File: src/rtl/sc_road_shifter_if.sv
// rtl/sc_road_shifter_if.sv - controller strobes and road-row datapath results
interface sc_road_shifter_if #(
    parameter int ROWS       = 4,
    parameter int COUNTWIDTH = 4
);
    logic                   SC_ROADSHIFTER_clear_InLow;
    logic                   SC_ROADSHIFTER_load_InLow;
    logic                   SC_ROADSHIFTER_upcount_InLow;
    logic                   SC_ROADSHIFTER_T0_OutLow;
    logic [8*ROWS-1:0]      SC_ROADSHIFTER_rows_Out;
    logic [COUNTWIDTH-1:0]  SC_ROADSHIFTER_count_Out;
    logic [15:0]            SC_ROADSHIFTER_shifts_Out;

    modport master (
        output SC_ROADSHIFTER_clear_InLow,
        output SC_ROADSHIFTER_load_InLow,
        output SC_ROADSHIFTER_upcount_InLow,
        input  SC_ROADSHIFTER_T0_OutLow,
        input  SC_ROADSHIFTER_rows_Out,
        input  SC_ROADSHIFTER_count_Out,
        input  SC_ROADSHIFTER_shifts_Out
    );

    modport slave (
        input  SC_ROADSHIFTER_clear_InLow,
        input  SC_ROADSHIFTER_load_InLow,
        input  SC_ROADSHIFTER_upcount_InLow,
        output SC_ROADSHIFTER_T0_OutLow,
        output SC_ROADSHIFTER_rows_Out,
        output SC_ROADSHIFTER_count_Out,
        output SC_ROADSHIFTER_shifts_Out
    );
endinterface

File: src/rtl/sc_road_shifter.sv
// rtl/sc_road_shifter.sv - tick prescaler, LFSR road generator and shifting row buffer
module sc_road_shifter #(
    parameter int         ROWS       = 4,
    parameter int         COUNTWIDTH = 4,
    parameter int         TICK_LIMIT = 10,
    parameter logic [7:0] LFSR_SEED  = 8'hA5
) (
    input  logic             SC_ROADSHIFTER_CLOCK_50,
    input  logic             SC_ROADSHIFTER_RESET_InHigh,
    sc_road_shifter_if.slave bus
);
    // An all-zero seed would lock the LFSR, so it is replaced by 8'h01.
    localparam logic [7:0]            SEED_EFF = (LFSR_SEED == 8'h00) ? 8'h01 : LFSR_SEED;
    localparam logic [COUNTWIDTH-1:0] LIMIT    = COUNTWIDTH'(TICK_LIMIT);

    logic [8*ROWS-1:0]     rowReg;
    logic [COUNTWIDTH-1:0] countReg;
    logic [7:0]            lfsrReg;
    logic [7:0]            lfsrNext;
    logic [15:0]           shiftsReg;
    logic                  clearAll;

    assign clearAll = SC_ROADSHIFTER_RESET_InHigh || !bus.SC_ROADSHIFTER_clear_InLow;

    always_comb begin
        lfsrNext = {lfsrReg[6:0], lfsrReg[7] ^ lfsrReg[5] ^ lfsrReg[4] ^ lfsrReg[3]};
        if (lfsrReg == 8'h00) begin
            lfsrNext = SEED_EFF;
        end
    end

    always_ff @(posedge SC_ROADSHIFTER_CLOCK_50) begin
        if (clearAll) begin
            countReg  <= '0;
            rowReg    <= '0;
            lfsrReg   <= SEED_EFF;
            shiftsReg <= '0;
        end else if (!bus.SC_ROADSHIFTER_load_InLow) begin
            // Newest row enters at the bottom byte; the top byte falls off.
            rowReg   <= {rowReg[8*ROWS-9:0], lfsrReg};
            lfsrReg  <= lfsrNext;
            countReg <= '0;
            if (shiftsReg != 16'hFFFF) begin
                shiftsReg <= shiftsReg + 16'd1;
            end
        end else if (!bus.SC_ROADSHIFTER_upcount_InLow) begin
            if (countReg < LIMIT) begin
                countReg <= countReg + COUNTWIDTH'(1);
            end
        end
    end

    assign bus.SC_ROADSHIFTER_T0_OutLow  = (countReg != LIMIT);
    assign bus.SC_ROADSHIFTER_rows_Out   = rowReg;
    assign bus.SC_ROADSHIFTER_count_Out  = countReg;
    assign bus.SC_ROADSHIFTER_shifts_Out = shiftsReg;
endmodule
File: src/flat_wrapper.sv
// flat-port wrapper written by rule: the top's interface ports become plain ports
module sc_road_shifter_flat 
#(
    parameter int         ROWS       = 4,
    parameter int         COUNTWIDTH = 4,
    parameter int         TICK_LIMIT = 10,
    parameter logic [7:0] LFSR_SEED  = 8'hA5
)
  (SC_ROADSHIFTER_CLOCK_50, SC_ROADSHIFTER_RESET_InHigh, bus_SC_ROADSHIFTER_clear_InLow, bus_SC_ROADSHIFTER_load_InLow, bus_SC_ROADSHIFTER_upcount_InLow, bus_SC_ROADSHIFTER_T0_OutLow, bus_SC_ROADSHIFTER_rows_Out, bus_SC_ROADSHIFTER_count_Out, bus_SC_ROADSHIFTER_shifts_Out);
  sc_road_shifter_if #(.ROWS(ROWS), .COUNTWIDTH(COUNTWIDTH)) bus_i ();
  input  logic SC_ROADSHIFTER_CLOCK_50;
  input  logic SC_ROADSHIFTER_RESET_InHigh;
  input wire logic [$bits(bus_i.SC_ROADSHIFTER_clear_InLow)-1:0] bus_SC_ROADSHIFTER_clear_InLow;
  input wire logic [$bits(bus_i.SC_ROADSHIFTER_load_InLow)-1:0] bus_SC_ROADSHIFTER_load_InLow;
  input wire logic [$bits(bus_i.SC_ROADSHIFTER_upcount_InLow)-1:0] bus_SC_ROADSHIFTER_upcount_InLow;
  output wire logic [$bits(bus_i.SC_ROADSHIFTER_T0_OutLow)-1:0] bus_SC_ROADSHIFTER_T0_OutLow;
  output wire logic [$bits(bus_i.SC_ROADSHIFTER_rows_Out)-1:0] bus_SC_ROADSHIFTER_rows_Out;
  output wire logic [$bits(bus_i.SC_ROADSHIFTER_count_Out)-1:0] bus_SC_ROADSHIFTER_count_Out;
  output wire logic [$bits(bus_i.SC_ROADSHIFTER_shifts_Out)-1:0] bus_SC_ROADSHIFTER_shifts_Out;
  assign bus_i.SC_ROADSHIFTER_clear_InLow = bus_SC_ROADSHIFTER_clear_InLow;
  assign bus_i.SC_ROADSHIFTER_load_InLow = bus_SC_ROADSHIFTER_load_InLow;
  assign bus_i.SC_ROADSHIFTER_upcount_InLow = bus_SC_ROADSHIFTER_upcount_InLow;
  assign bus_SC_ROADSHIFTER_T0_OutLow = bus_i.SC_ROADSHIFTER_T0_OutLow;
  assign bus_SC_ROADSHIFTER_rows_Out = bus_i.SC_ROADSHIFTER_rows_Out;
  assign bus_SC_ROADSHIFTER_count_Out = bus_i.SC_ROADSHIFTER_count_Out;
  assign bus_SC_ROADSHIFTER_shifts_Out = bus_i.SC_ROADSHIFTER_shifts_Out;
  sc_road_shifter #(.ROWS(ROWS), .COUNTWIDTH(COUNTWIDTH), .TICK_LIMIT(TICK_LIMIT), .LFSR_SEED(LFSR_SEED)) u_core (.SC_ROADSHIFTER_CLOCK_50(SC_ROADSHIFTER_CLOCK_50), .SC_ROADSHIFTER_RESET_InHigh(SC_ROADSHIFTER_RESET_InHigh), .bus(bus_i));
endmodule
File: config.mk
export PLATFORM = sky130hd
export DESIGN_NAME = sc_road_shifter_flat
export DESIGN_NICKNAME = d
export VERILOG_FILES = /design/src/rtl/sc_road_shifter_if.sv /design/src/rtl/sc_road_shifter.sv /design/src/flat_wrapper.sv
export SDC_FILE = /design/constraint.sdc
export NUM_CORES = 1
export LEC_CHECK = 0
export CORE_MARGIN = 3
export CORE_UTILIZATION = 43
export DETAILED_ROUTE_END_ITERATION = 12
export PLACE_DENSITY_LB_ADDON = 0.2
export REMOVE_ABC_BUFFERS = 1
export SLEW_MARGIN = 20
export SYNTH_ARGS = -nofsm -noshare
export SYNTH_HDL_FRONTEND = slang
export SYNTH_SLANG_ARGS = --single-unit
File: constraint.sdc
create_clock -name SC_ROADSHIFTER_CLOCK_50 -period 2 [get_ports SC_ROADSHIFTER_CLOCK_50]
set_input_delay 0.2 -clock SC_ROADSHIFTER_CLOCK_50 [delete_from_list [all_inputs] [get_ports SC_ROADSHIFTER_CLOCK_50]]
set_output_delay 0.2 -clock SC_ROADSHIFTER_CLOCK_50 [all_outputs]
set_load 0.02 [all_outputs]
==> impl_metrics.sql <==
INSERT INTO impl_metrics (metric_group, metric, value, unit) VALUES
('clocking', 'numCtsBuffers', '9', ''),
('timing', 'fin_crit_sh', '0.941', ''),
('clocking', 'postCtsSetupRepairBufs', '0', ''),
('timing', 'finalClockSkew', '0.0111', 'ns'),
('timing', 'achievable-frequency', '531', 'MHz'),
('worst_hold_path', 'hp-start', 'bus_SC_ROADSHIFTER_load_InLow', ''),
('timing', 'final-hold-violation-count', '0', ''),
('route', 'drtAntennaViolNets', '0', ''),
('power', 'power.density_cell_area', '766', 'nW/um^2'),
('cells_and_area', 'final_layout_size_suffix_gt1_frac', '0.0838', ''),
('clocking', 'clk_transition_reported_paths', '0.07', 'ns'),
('run_status', 'outcome', 'complete, no violations', ''),
('route', 'post_drt_wl_per_cell', '13.5', 'microns'),
('logic_synthesis', 'synthesis.yosys.warnings', '0', ''),
('setup_path', 'cp_data_arrival_time', '1.68', 'ns'),
('setup_path', 'cp.required', '1.80', 'ns'),
('cells_and_area', 'final_nets', '337', ''),
('setup_path', 'critical_path_class', 'reg -> out', ''),
('timing', 'finalWorstPathRequiredPeriod', '1.88', 'ns'),
('setup_path', 'timing.critical_path.max_delay_family', 'buffers and inverters', ''),
('setup_path', 'launching_element_of_the_worst_setup_path', 'u_core.bus.SC_ROADSHIFTER_count_Out[0]', ''),
('timing', 'tightestPinTransition', '0.496', 'ns'),
('placement', 'portBuffers', '57', ''),
('route', 'vias_per_cell', '5.36', ''),
('setup_path', 'timing.reg2reg.setup_slack', '0.21', 'ns'),
('clocking', 'clock_sinks', '60', ''),
('setup_path', 'worstPathBufferInverterCount', '2', ''),
('setup_path', 'worst_setup_path_start_kind', 'register', ''),
('route', 'drtIter0Drc', '123', ''),
('setup_path', 'crit_slowest_cell', 'clkdlybuf4s50_1', ''),
('global_route', 'antenna_found_initial', '0', ''),
('global_route', 'first_global_vias', '1992', ''),
('logic_synthesis', 'postSynthCellCount', '268', ''),
('clocking', 'clock_insertion_delay_worst_skew', '0.33', 'ns'),
('power', 'max-vdd-ir-drop', '0.451', 'mV'),
('power', 'static-leakage-power', '1.23', 'nW'),
('timing', 'final-max-slew-violation-count', '0', ''),
('global_route', 'grt-ovfl-total', '0', ''),
('logic_synthesis', 'synthesis_stage_register_bit_count', '60', ''),
('die', 'core.rowCount', '26', ''),
('clocking', 'cts_max_level', '3', ''),
('setup_path', 'cp_slowest_stage_delay', '0.60', 'ns'),
('setup_path', 'crit_path_end_kind', 'output port', ''),
('global_route', 'grt_first_pass_wirelength', '9390', 'microns'),
('logic_synthesis', 'synth_sequential_area_ratio', '0.486', ''),
('route', 'drc', '0', ''),
('setup_path', 'worst_reg2reg_startpoint', 'u_core.bus.SC_ROADSHIFTER_shifts_Out[0]', ''),
('die', 'dieHeight', '81.8', 'microns'),
('clocking', 'cts.path.max_buffers', '2', ''),
('route', 'via_count', '2167', ''),
('job', 'cap_violations', '0', ''),
('timing', 'rsz_0062_raised_after_global_routing', 'false', ''),
('setup_path', 'timing.critical_path.fanout_max', '4', ''),
('route', 'postRouteWirelength', '5470', 'microns'),
('clocking', 'tritoncts', 'yes', ''),
('logic_synthesis', 'synth.avg_cell_area', '9.22', 'sq um'),
('die', 'die_width', '81.8', 'microns'),
('worst_hold_path', 'worst_hold_path_type', 'in -> reg', ''),
('die', 'die_area', '6690', 'sq um'),
('setup_path', 'crit_path_cell_trace', 'inv_1 -> ha_1 -> nand3b_1 -> clkdlybuf4s50_1', ''),
('die', 'core_region_area', '5340', 'sq um'),
('cells_and_area', 'synthToLayoutAreaGrowth', '35.7', '%'),
('timing', 'fin_tns_setup', '0', 'ns'),
('global_route', 'grt_util_all_layers', '0.178', ''),
('logic_synthesis', 'syn-cell-area', '2470', 'sq um'),
('die', 'initial_core_util', '0.463', ''),
('placement', 'gp_routability_congestion', '0.829', ''),
('route', 'detailedRoute.firstPassIterationCount', '6', ''),
('timing', 'setup-violations-final', '0', ''),
('die', 'design.portCount', '58', ''),
('logic_synthesis', 'yosys.cell_types.count', '38', ''),
('clocking', 'cts_root_buf', 'clkbuf_8', ''),
('global_route', 'grt_start_max_net_pins', '37', ''),
('placement', 'hpwlAfterDp', '3670', 'microns'),
('cells_and_area', 'utilization', '0.628', ''),
('timing', 'max_slew_headroom', '0.669', ''),
('cells_and_area', 'insertedDiodeCount', '0', '');
power breakdown:
group	leakage, nW	internal (mW)	switching (mW)
sequential	0.485	1.21	0.0149
clock	0.113	0.735	0.475
combinational	0.631	0.0585	0.0743
total	1.23	2.00	0.564
area by class of cell:
| cell class | count | area (sq um) |
|---|---|---|
| inverter | 3 | 11.3 |
| tap | 70 | 87.6 |
| sequential | 60 | 1200 |
| clock buffer | 10 | 138 |
| timing repair buffer | 63 | 623 |
| fill | 492 | 1980 |
| multi-input combinational | 192 | 1200 |
| clock inverter | 6 | 86.3 |
worst paths after layout:
| path | to | depth (start not counted) |
|---|---|---|
| worst max-delay path | bus_SC_ROADSHIFTER_T0_OutLow | 4 |
| worst min-delay path | u_core.bus.SC_ROADSHIFTER_shifts_Out[1] | 2 |
| worst max register to register | u_core.bus.SC_ROADSHIFTER_shifts_Out[14] | 5 |
| worst min register to register | u_core.bus.SC_ROADSHIFTER_rows_Out[5] | 2 |
flip-flops by register name, summed over array words and instances, names as in the netlist:
register                              count
u_core.bus.SC_ROADSHIFTER_count_Out       4
u_core.bus.SC_ROADSHIFTER_rows_Out       32
u_core.lfsrReg                            8
u_core.bus.SC_ROADSHIFTER_shifts_Out     16
per-layer routing:
layer  up-vias  GRT usage  wire length [microns]
met2        64      0.275                   2500
li1       1089          -                      -
met4         0     0.0748                     61
met3         6     0.0417                    314
met5         -          0                      0
met1      1008      0.239                   2600
per-stage QoR:
stage	hold WS, ns	power, mW	instance area, sq um	setup WS [ns]	cells
5_1_grt	0.269	2.66	3350	0.0139	404
3_5_place_dp	0.475	1.39	3120	0.305	388
4_1_cts	0.250	2.59	3340	0.0967	404
2_1_floorplan	0.301	1.32	2410	0.178	255
3_3_place_gp	0.471	1.38	3120	0.353	388
6_report	0.255	2.57	3350	0.118	404
cell usage in the layout (no fill, tap or decap), types with 2 or more instances in the layout:
cell type / instances
nor4_2: 2
nand3_1: 9
nand4_1: 7
xnor2_1: 3
and4_1: 3
a31oi_1: 4
bufinv_16: 2
a211o_1: 2
nor4_1: 3
mux2i_1: 29
dfxtp_1: 60
or3_1: 5
clkdlybuf4s50_1: 56
ha_1: 3
a21oi_1: 19
nor2b_1: 2
nand2_1: 23
nor2_1: 37
nor3_1: 4
or4_1: 3
buf_4: 5
o22a_1: 4
and3_1: 3
o21ai_0: 9
inv_1: 3
o31ai_1: 3
a211oi_1: 4
clkinv_2: 2
clkbuf_8: 10
cell usage after synthesis:
master	n	area share
clkbuf_1	7	0.011
or3_1	5	0.013
nor3_1	4	0.0081
nand3_1	9	0.018
o31ai_1	3	0.0091
nand2_1	23	0.035
and4b_1	1	0.0041
xor2_1	1	0.0035
o22a_1	4	0.014
or4_1	3	0.0091
xnor2_1	3	0.011
a41o_1	1	0.0041
and4_1	3	0.011
buf_2	4	0.0081
nand4_1	7	0.018
a21oi_1	19	0.039
a211o_1	2	0.0071
nand3b_1	1	0.0030
nand2_2	1	0.0025
inv_1	3	0.0046
clkbuf_2	1	0.0020
nor4_1	4	0.010
buf_6	1	0.0046
a211oi_1	4	0.012
a31oi_1	4	0.010
dfxtp_1	60	0.49
nor4_2	1	0.0051
ha_1	3	0.015
a41oi_1	1	0.0035
and3_2	1	0.0030
o21ai_0	9	0.018
nand2b_1	2	0.0051
o211ai_1	1	0.0030
and3b_1	1	0.0035
nor2b_1	2	0.0051
and3_1	3	0.0076
mux2i_1	29	0.12
nor2_1	37	0.056
logic make-up after synthesis:
group / synth area share
simple gates: 0.217
fa+ha+maj: 0.0152
mux: 0.118
buf+inv: 0.0299
compound gates: 0.120
flops: 0.486
xor+xnor: 0.0142
timing repair:
action	CTS	global route
hold buffers	0	0
setup endpoints to repair	0	1
resized for setup	0	1
Power figures use the tool's default switching activity.
